File: config.mk
export PLATFORM = sky130hd
export DESIGN_NAME = alu_seq
export DESIGN_NICKNAME = d
export VERILOG_FILES = /design/src/rtl/alu_pkg.sv /design/src/rtl/alu_seq_fifo.sv /design/src/rtl/alu_seq.sv
export SDC_FILE = /design/constraint.sdc
export NUM_CORES = 1
export LEC_CHECK = 0
export CELL_PAD_IN_SITES_DETAIL_PLACEMENT = 0
export CELL_PAD_IN_SITES_GLOBAL_PLACEMENT = 2
export CORE_ASPECT_RATIO = 0.75
export CORE_MARGIN = 2
export CORE_UTILIZATION = 40
export DETAILED_ROUTE_END_ITERATION = 10
export PLACE_DENSITY = 0.89
export SLEW_MARGIN = 20
export SYNTH_ARGS = -nofsm -noshare
export SYNTH_HDL_FRONTEND = slang
export SYNTH_HIERARCHICAL = 1
export SYNTH_SLANG_ARGS = --single-unit
export TNS_END_PERCENT = 30
File: constraint.sdc
create_clock -name clk -period 5.8 [get_ports clk]
set_clock_uncertainty 0.2 [all_clocks]
set_input_delay 1.16 -clock clk [delete_from_list [all_inputs] [get_ports clk]]
set_output_delay 1.16 -clock clk [all_outputs]
set_load 0.02 [all_outputs]
File: src/rtl/alu_pkg.sv
// Shared types and constants for the sequenced ALU front-end.
// Op encodings, entry width and FSM states.
package alu_pkg;

  localparam logic [2:0] OP_ADD = 3'b000;
  localparam logic [2:0] OP_SUB = 3'b001;
  localparam logic [2:0] OP_NOT = 3'b010;
  localparam logic [2:0] OP_AND = 3'b011;
  localparam logic [2:0] OP_OR  = 3'b100;
  localparam logic [2:0] OP_XOR = 3'b101;
  localparam logic [2:0] OP_SLT = 3'b110;
  localparam logic [2:0] OP_EQ  = 3'b111;

  localparam int CMD_W = 11;

  typedef enum logic [1:0] {
    IDLE  = 2'd0,
    ISSUE = 2'd1,
    RESP  = 2'd2
  } state_t;

endpackage

File: src/rtl/alu_seq_fifo.sv
// Command FIFO for alu_seq: DEPTH entries of {op,x,y}.
// Pointers carry a wrap bit to separate full from empty.
module alu_seq_fifo
  import alu_pkg::*;
#(
  parameter int DEPTH = 4
) (
  input  logic             clk,
  input  logic             rst_n,
  input  logic             push,
  input  logic [CMD_W-1:0] din,
  input  logic             pop,
  output logic [CMD_W-1:0] dout,
  output logic             full,
  output logic             empty
);

  localparam int AW = $clog2(DEPTH);

  logic [AW:0]      wr_ptr;
  logic [AW:0]      rd_ptr;
  logic [CMD_W-1:0] mem [DEPTH];

  always_ff @(posedge clk or negedge rst_n) begin
    if (!rst_n) begin
      wr_ptr <= '0;
      rd_ptr <= '0;
    end else begin
      if (push) wr_ptr <= wr_ptr + 1'b1;
      if (pop)  rd_ptr <= rd_ptr + 1'b1;
    end
  end

  // Storage needs no reset; pointers alone define validity.
  always_ff @(posedge clk) begin
    if (push) mem[wr_ptr[AW-1:0]] <= din;
  end

  assign dout  = mem[rd_ptr[AW-1:0]];
  assign empty = (wr_ptr == rd_ptr);
  assign full  = (wr_ptr[AW] != rd_ptr[AW]) &&
                 (wr_ptr[AW-1:0] == rd_ptr[AW-1:0]);

endmodule

File: src/rtl/alu_seq.sv
// Queues ALU commands, drives an external ALU, returns results.
// Optional sticky carry/overflow flags: ALU_SEQ_STICKY_FLAGS_EN.
module alu_seq
  import alu_pkg::*;
#(
  parameter int DEPTH = 4
) (
  input  logic       clk,
  input  logic       rst_n,
  input  logic       cmd_valid,
  output logic       cmd_ready,
  input  logic [2:0] cmd_op,
  input  logic [3:0] cmd_x,
  input  logic [3:0] cmd_y,
  output logic       rsp_valid,
  input  logic       rsp_ready,
  output logic [2:0] rsp_op,
  output logic [3:0] rsp_s,
  output logic       rsp_c,
  output logic       rsp_zero,
  output logic       rsp_ovf,
  output logic [2:0] alu_op,
  output logic [3:0] alu_x,
  output logic [3:0] alu_y,
  input  logic [3:0] alu_s,
  input  logic       alu_c,
  input  logic       alu_zero,
  input  logic       alu_ovf,
  output logic       busy
`ifdef ALU_SEQ_STICKY_FLAGS_EN
  ,
  input  logic       flags_clr,
  output logic       sticky_c,
  output logic       sticky_ovf
`endif
);

  state_t           state;
  state_t           state_nxt;
  logic [CMD_W-1:0] head;
  logic             full;
  logic             empty;
  logic             push;
  logic             pop;
  logic             load;
  logic             capture;

  assign cmd_ready = !full;
  assign push      = cmd_valid && cmd_ready;

  alu_seq_fifo #(.DEPTH(DEPTH)) u_fifo (
    .clk   (clk),
    .rst_n (rst_n),
    .push  (push),
    .din   ({cmd_op, cmd_x, cmd_y}),
    .pop   (pop),
    .dout  (head),
    .full  (full),
    .empty (empty)
  );

  always_ff @(posedge clk or negedge rst_n) begin
    if (!rst_n) state <= IDLE;
    else        state <= state_nxt;
  end

  always_comb begin
    state_nxt = state;
    load      = 1'b0;
    capture   = 1'b0;
    pop       = 1'b0;
    unique case (state)
      IDLE: begin
        if (!empty) begin
          state_nxt = ISSUE;
          load      = 1'b1;
        end
      end
      ISSUE: begin
        state_nxt = RESP;
        capture   = 1'b1;
        pop       = 1'b1;
      end
      RESP: begin
        if (rsp_ready) begin
          if (!empty) begin
            state_nxt = ISSUE;
            load      = 1'b1;
          end else begin
            state_nxt = IDLE;
          end
        end
      end
      default: state_nxt = IDLE;
    endcase
  end

  always_ff @(posedge clk or negedge rst_n) begin
    if (!rst_n) begin
      alu_op <= '0;
      alu_x  <= '0;
      alu_y  <= '0;
    end else if (load) begin
      {alu_op, alu_x, alu_y} <= head;
    end
  end

  always_ff @(posedge clk or negedge rst_n) begin
    if (!rst_n) begin
      rsp_op   <= '0;
      rsp_s    <= '0;
      rsp_c    <= 1'b0;
      rsp_zero <= 1'b0;
      rsp_ovf  <= 1'b0;
    end else if (capture) begin
      rsp_op   <= alu_op;
      rsp_s    <= alu_s;
      rsp_c    <= alu_c;
      rsp_zero <= alu_zero;
      rsp_ovf  <= alu_ovf;
    end
  end

  assign rsp_valid = (state == RESP);
  assign busy      = !empty || (state != IDLE);

`ifdef ALU_SEQ_STICKY_FLAGS_EN
  logic arith;
  assign arith = capture && (alu_op inside {OP_ADD, OP_SUB, OP_SLT, OP_EQ});

  // A capture setting a flag beats a clear in the same cycle.
  always_ff @(posedge clk or negedge rst_n) begin
    if (!rst_n) begin
      sticky_c   <= 1'b0;
      sticky_ovf <= 1'b0;
    end else begin
      sticky_c   <= (arith && alu_c)   || (sticky_c   && !flags_clr);
      sticky_ovf <= (arith && alu_ovf) || (sticky_ovf && !flags_clr);
    end
  end
`endif

endmodule

Word-level counts from Yosys, hierarchy flattened
Memory sizes are Yosys's and may differ from the RTL's. A register that Yosys moved wholly into a read port is not among the register bits.
Cells that the tools add are included.
- $add $sub $neg: 2
- equality and inequality tests: 7
- mux-type cells: 10
- reductions and logical operators: 9
- operator list (cell ; count):
    adder 3 x 1 -> 3 bit (second input constant) ; 2
    two-way mux 1 bit ; 6
    case mux 2 bit (3 select lines) ; 1
    two-way mux 2 bit ; 2
    equality test 3 bit ; 1
    zero test 1 bit ; 3
    equality test 2 x 1 -> 1 bit (second input constant) ; 1
    equality test 2 bit ; 1
    equality test 2 bit (second input constant) ; 1
    logical AND 1 bit ; 2
    zero test 2 bit ; 1
    != test 2 x 1 -> 1 bit (second input constant) ; 1
    != test 2 bit (second input constant) ; 1
    case mux 1 bit (2 select lines) ; 1
    AND reduction 2 bit ; 1
    nonzero test 2 bit ; 1
    logical OR 1 bit ; 1
    != test 1 bit ; 1
- bits in registers: 18
- bits in writable memories: 44
- bits of input ports: 22
- output and inout bits: 24
- memories kept: 1
- memories (name ; words ; width ; read ports ; clocked after Yosys merged registers in ; wr ports ; RTL line ; RTL):
    u_fifo.mem ; 4 ; 11 ; 1 ; 1 ; 1 ; alu_seq_fifo.sv:22 ; logic [CMD_W-1:0] mem [DEPTH];

Depth between registers and ports, before layout
Gate-level depths: netlist (run 1).
- depth after elaboration: 6
- gate-level depth with buffers: 6
- depth with buffers taken out: 5

By module
Netlist (run 1), hierarchy kept.
- modules (own cells, without submodules) (module ; instances ; cells an instance ; area each (µm²) ; sequential area each (µm²)):
    alu_seq_fifo ; 1 ; 87 ; 1939.4 ; 1471.4
    alu_seq ; 1 ; 55 ; 903.4 ; 575.6

Worst setup path after synthesis (run 1)
OpenSTA, ideal clock, no wires.
- path kind: reg2out
- start: register u_fifo.rd_ptr[0]
- end: output port busy
- arrival time: 1.391 ns
- required time: 4.440 ns
- path slack: 3.049 ns
- cell stages (with the launch flop): 5
- path buffers: 1
- path through: dfrtp_1 buf_6 xor2_1 nor3b_1 nand2_1
- word-level cells in the longest chain between the ends: 3
- RTL lines (item ; RTL line ; RTL):
    start, declared ; alu_seq_fifo.sv:21 ; logic [AW:0] rd_ptr;
    start signal, assigned ; alu_seq_fifo.sv:30 ; if (pop) rd_ptr <= rd_ptr + 1'b1;
    equality test 3 bit ; alu_seq_fifo.sv:40 ; assign empty = (wr_ptr == rd_ptr);
    net empty ; alu_seq.sv:42 ; logic empty;
    zero test 1 bit ; alu_seq.sv:125 ; assign busy = !empty || (state != IDLE);
    logical OR 1 bit ; alu_seq.sv:125 ;
    end, declared ; alu_seq.sv:29 ; output logic busy
The timed path passes the listed nets, and every way through them passes these cells.

Final worst setup path (run 1)
Ends and elaborated chain as after synthesis.

==> flow_summary.ini, run 1 <==
[drt]
viasPerCell = 4.954
drc = 0
drtIter0Drc = 97
route.vias.total = 1407
first_pass_iters = 4
postRouteAntennaNets = 0
wl_per_cell_um = 17.06
drt-total-wl_um = 4844

[run]
maxCapViolations = 0

[global_route]
grt_max_degree = 30
use_met3_pct = 5.014
grtUsageTotal_pct = 14.12
grt_pass1_wl_um = 8010
grt-ovfl-total = 0
grt_antenna_before_repair = 0
grt_pass1_vias = 1553
met2_usage_pct = 22.25
grt_use_met1_pct = 17.52
grt_busiest_layer = met2

[clocking]
cts-hold-fix-buffers = 0
cts_buffers = 9
clkSlewWorstSetupHoldPaths_ps = 70
cts_setup_buffers = 0
cts_max_path_buffers = 2
clock-sinks = 73
clock_latency_ps = 340
htreeDepth = 3
cts_tree = yes
root_buffer = clkbuf_8
cts-resized-gates = 0

[logic_synthesis]
ys_top_cells_by_area = edfxtp_1 46%, dfrtp_1 26%, mux2_2 8.7%
synthFlopType = edfxtp_1
syn-instance-count = 142
synth_edf_count = 44
post-synth-top-area-cell = edfxtp_1
async_flop_share_pct = 39.73
synth.yosys.seq_area_share_pct = 72.01
synth_cell_types = 21
yosysTopAreaCellShare_pct = 46.48
yosysMostFrequentCell = edfxtp_1
ys_ff_latch = 73
synth_area_um2 = 2843
syn_nets = 169
yosysWarnings = 6
syn_area_per_cell_um2 = 20.02
synth_common_cells = 44 x edfxtp_1, 29 x dfrtp_1, 22 x mux2_2, 8 x mux4_2

[sta]
max_freq_mhz = 262.1
final-setup-viol-count = 0
maxSlewHeadroom_pct = 50.49
fin_crit_sh_pct = 65.78
fin_tns_setup_ps = 0
maxSlewViolCount = 0
worst_pin_slew_ps = 742.6
post-route-min-period_ps = 3815
final-hold-violation-count = 0
grt_setup_unrepaired = no

[power_and_ir_drop]
power_switching_uw = 652.0
p_sw_share_pct = 31.76
seqPwrFrac_pct = 42.2
ir_drop_mv = 0.2600
power_density_nw_per_um2 = 572.9
power_frac_clock_pct = 20.4
p_comb_share_pct = 37.3
finalPower_uw = 2053
power.internal_uw = 1401
leakage_uw = 0.001333

[floorplanning]
start_util_pct = 41.61
die_area_um2 = 7804
fp-row-count = 26
core_um2 = 6832
io_pins = 46
die-height_um = 77.01
die_w_um = 101.3

[setup_path]
worstPathRequired_ps = 4440
cp-end-kind = output port
critPathKind = reg -> out
cp_max_fo = 14
cp-start-kind = flop
path_cells = xor2_1 > nor3b_1 > nand2_1 > clkdlybuf4s50_1
r2r-end = u_fifo/mem[0][2]$_DFFE_PP_
r2r_cells = 4
path_delay_family = flip-flops
r2r_setup_slack_ps = 3130
critPathSlowestCell = dfrtp_1
critPathBufInv = 1
critPathMaxStageDelay_ps = 830
r2r_start = u_fifo/rd_ptr[0]$_DFFE_PN0P_
worstPathArrival_ps = 2460

[cells_and_area]
fill_cells = 561
drive_gt1_share_pct = 24.50
layout.nets = 222
antenna_cells = 0
synthToLayoutAreaGrowth_pct = 26.06

[status]
outcome = finished clean

[min_path]
min_path_type = reg -> reg
min_path_cells = 1
min_to = alu_x[2]$_DFFE_PN0P_
hold_start = alu_x[2]$_DFFE_PN0P_

[placed_design]
port_buffers = 45
gp_congestion = 0.7186
hpwl_um = 3368
-- flip-flops by register name (all words and copies together) (netlist names) --
signal,flops
rsp_ovf,1
alu_y,4
rsp_c,1
alu_op,3
rsp_op,3
u_fifo/rd_ptr,3
u_fifo/mem,44
alu_x,4
state,2
rsp_s,4
rsp_zero,1
u_fifo/wr_ptr,3
-- worst reg2reg max path: stages (launching register included) --
cell and delay [ps]:
dfrtp_1 830, xor2_1 240, nor3_1 110, nor2b_1 320
and2_1 610
-- placed cells by master, fill, tap and decap left out, types with 2 or more instances in the layout --
cell type,Yosys,layout
clkdlybuf4s50_1,0,45
edfxtp_1,44,44
dfrtp_1,29,29
mux2_2,22,22
clkbuf_8,0,9
mux4_2,8,8
xor2_1,5,5
ha_1,5,5
inv_1,4,4
and2_1,4,4
nand2_1,3,3
clkinv_2,0,3
mux4_1,3,3
nor2b_1,2,2
bufinv_16,0,2
xnor2_1,2,2
-- how the worst max path moves through the flow --
| stage | startpoint | to | slack [ps] | cells past startpoint |
|---|---|---|---|---|
| floorplan | u_fifo/rd_ptr[0]$_DFFE_PN0P_ | busy | 3050 | 4 |
| global placement | u_fifo/rd_ptr[0]$_DFFE_PN0P_ | busy | 2290 | 4 |
| detailed placement | u_fifo/rd_ptr[0]$_DFFE_PN0P_ | busy | 2270 | 4 |
| CTS | u_fifo/rd_ptr[0]$_DFFE_PN0P_ | busy | 1890 | 4 |
| global route | u_fifo/rd_ptr[0]$_DFFE_PN0P_ | busy | 1760 | 4 |
| finish | u_fifo/rd_ptr[0]$_DFFE_PN0P_ | busy | 1980 | 4 |
-- per-layer routing --
metal  share of wire [%]  vias up
met4                 1.7        0
li1                    -      642
met5                   0        -
met2                  51       42
met3                 4.9        9
met1                  43      714
-- power groups by stage --
stage	Clock (uW)	Combinational, uW	Sequential [uW]
5_1_grt	458	833	893
6_report	420	767	867
3_3_place_gp	0	755	865
2_1_floorplan	0	454	921
4_1_cts	434	781	871
3_5_place_dp	0	778	882
-- final cells by class --
class | instances | area, um^2 | area share (%)
Tap cell | 84 | 105.1 | 2.933
Clock inverter | 7 | 92.59 | 2.584
Clock buffer | 9 | 123.9 | 3.457
Inverter | 4 | 15.01 | 0.4190
Multi-Input combinational cell | 61 | 742.0 | 20.71
Sequential cell | 73 | 2047 | 57.12
Timing Repair Buffer | 46 | 457.9 | 12.78
-- cells by family after synthesis --
| group | after synthesis | synth area share [%] |
|---|---|---|
| AO/OA/AOI/OAI | 3 | 1.144 |
| flip-flops | 73 | 72.01 |
| buffers and inverters | 8 | 1.892 |
| AND/OR/NAND/NOR | 13 | 2.772 |
| adder cells (fa/ha/maj) | 5 | 2.201 |
| multiplexers | 33 | 17.83 |
| XOR/XNOR | 7 | 2.157 |
-- through the flow --
step | worst slack (ps) | hold WS (ps) | util, % | cell area, um^2 | cells
global route | 1758 | 331.7 | 52.45 | 3583 | 284
detailed placement | 2266 | 290.7 | 49.29 | 3367 | 268
floorplan | 3049 | 261.9 | - | 2843 | 142
global placement | 2288 | 277.4 | 49.29 | 3367 | 268
CTS | 1891 | 304.9 | 52.45 | 3583 | 284
finish | 1985 | 304.9 | 52.45 | 3583 | 284
Note: power is estimated with default switching activity, not from simulation.
==> run 2: changes to the inputs <==
--- a/config.mk
+++ b/config.mk
@@ -9,9 +9,9 @@
 export CELL_PAD_IN_SITES_GLOBAL_PLACEMENT = 2
 export CORE_ASPECT_RATIO = 0.75
 export CORE_MARGIN = 2
-export CORE_UTILIZATION = 40
+export CORE_UTILIZATION = 35
 export DETAILED_ROUTE_END_ITERATION = 10
-export PLACE_DENSITY = 0.89
+export PLACE_DENSITY = 0.83
 export SLEW_MARGIN = 20
 export SYNTH_ARGS = -nofsm -noshare
 export SYNTH_HDL_FRONTEND = slang
==> constraint.sdc (replaced) <==
create_clock -name clk -period 3.1 [get_ports clk]
set_clock_uncertainty 0.2 [all_clocks]
set_input_delay 0.62 -clock clk [delete_from_list [all_inputs] [get_ports clk]]
set_output_delay 0.62 -clock clk [all_outputs]
set_load 0.02 [all_outputs]
==> flow_summary.ini, run 2 (synthesis results as in run 1) <==
[power_and_ir_drop]
seqPwrFrac_pct = 40.2
ir_drop_mv = 0.3811
p_comb_share_pct = 41.0
power.internal_uw = 2586
leakage_uw = 0.001354
power_frac_clock_pct = 18.8
p_sw_share_pct = 32.31
power_density_nw_per_um2 = 1050
power_switching_uw = 1235

[sta]
maxSlewViolCount = 0
hold_slack_ps = 295.3
worst_pin_slew_ps = 475.8
fin_crit_sh_pct = 93.58
final-setup-viol-count = 0
layout_setup_ws_ps = 199.1
fin_tns_setup_ps = 0
maxSlewHeadroom_pct = 68.21
grt_setup_unrepaired = no
post-route-min-period_ps = 2901
final-hold-violation-count = 0
max_freq_mhz = 344.7

[floorplanning]
fp-row-count = 28
io_pins = 46
die_area_um2 = 8867
die-height_um = 82.05
core_um2 = 7883
die_w_um = 108.1
start_util_pct = 36.06

[clocking]
cts_setup_buffers = 0
htreeDepth = 3
cts_buffers = 9
clock_latency_ps = 330
clkSlewWorstSetupHoldPaths_ps = 70
cts_tree = yes
cts_max_path_buffers = 2
cts-resized-gates = 0
root_buffer = clkbuf_8
cts-hold-fix-buffers = 0
clock-sinks = 73

[setup_path]
worstPathRequired_ps = 2280
critPathMaxStageDelay_ps = 560
worstPathArrival_ps = 2080
cp-end-kind = output port
cp_max_fo = 2
critPathBufInv = 1
critPathSlowestCell = clkdlybuf4s50_1
path_delay_family = buffers and inverters
critPathKind = reg -> out
cp-start-kind = flop
path_cells = xnor2_1 > nor3b_1 > nand2_1 > clkdlybuf4s50_1

[cells_and_area]
drive_gt1_share_pct = 27.05
antenna_cells = 0
fin_area_um2 = 3640
most-common-layout-cells = 45 x clkdlybuf4s50_1, 44 x edfxtp_1, 29 x dfrtp_1, 22 x mux2_2, 9 x clkbuf_8
multi_input_area_um2 = 742.0
utilization_pct = 46.17
seq_area_um2 = 2047
largest_reg_flops = 44
final_common_cell = clkdlybuf4s50_1
layout.nets = 229
synthToLayoutAreaGrowth_pct = 28.04
fill_cells = 681

[run]
maxCapViolations = 0

[min_path]
min_path_type = reg -> reg

[placed_design]
place_area_um2 = 3446
dpl_worst_slack_ps = 568.1
port_buffers = 45
gp_congestion = 0.7130
hpwl_um = 3220

[drt]
drtIter0Drc = 111
viasPerCell = 4.583
drc = 0
route.vias.total = 1430
drt-total-wl_um = 4831
wl_per_cell_um = 15.48
postRouteAntennaNets = 0
first_pass_iters = 4

[global_route]
grt_antenna_before_repair = 0
grt-ovfl-total = 0
grtUsageTotal_pct = 12.30
grt_pass1_wl_um = 7721
grt_max_degree = 30
grt_pass1_vias = 1462

[status]
outcome = finished clean
==> run 2: routing by layer <==
layer	vias up	wire length, um	track usage, %
met5	-	0	0
met4	0	45	4.231
li1	656	-	-
met1	738	2304	16.80
met3	4	217	5.397
met2	32	2264	17.55
==> run 2: area by class of cell <==
| type | instances | area share, % |
|---|---|---|
| clock buffer | 9 | 3.403 |
| clock inverter | 7 | 1.925 |
| inverter | 4 | 0.4125 |
| multi-input combinational | 61 | 20.39 |
| sequential | 73 | 56.24 |
| tap | 105 | 3.609 |
| timing repair buffer | 53 | 14.03 |
==> run 2: power by group through the flow <==
stage / Combinational [uW] / Clock [uW] / Sequential (uW)
after global placement: 1580 / 0 / 1550
after detailed placement: 1590 / 0 / 1560
after floorplan: 849 / 0 / 1720
after global routing: 1690 / 798 / 1580
final: 1570 / 718 / 1540
after CTS: 1590 / 745 / 1540
==> run 2: stage by stage <==
step                std cells  power, uW
floorplan                 142       2572
global placement          296       3127
detailed placement        296       3150
CTS                       312       3881
global route              312       4063
finish                    312       3821
==> run 2: final timing paths <==
path                       depth (start not counted)                         start                      endpoint  slack (ps)
setup / recovery                                   4  u_fifo/wr_ptr[2]$_DFFE_PN0P_                          busy         200
hold / removal                                     1  u_fifo/rd_ptr[2]$_DFFE_PN0P_  u_fifo/rd_ptr[2]$_DFFE_PN0P_         300
setup reg to reg                                   5  u_fifo/wr_ptr[2]$_DFFE_PN0P_    u_fifo/mem[2][3]$_DFFE_PP_         890
hold reg to reg                                    1  u_fifo/rd_ptr[2]$_DFFE_PN0P_  u_fifo/rd_ptr[2]$_DFFE_PN0P_         300
max in group asynchronous                          2                         rst_n          alu_y[2]$_DFFE_PN0P_        1940
min in group asynchronous                          2                         rst_n          alu_y[1]$_DFFE_PN0P_         460
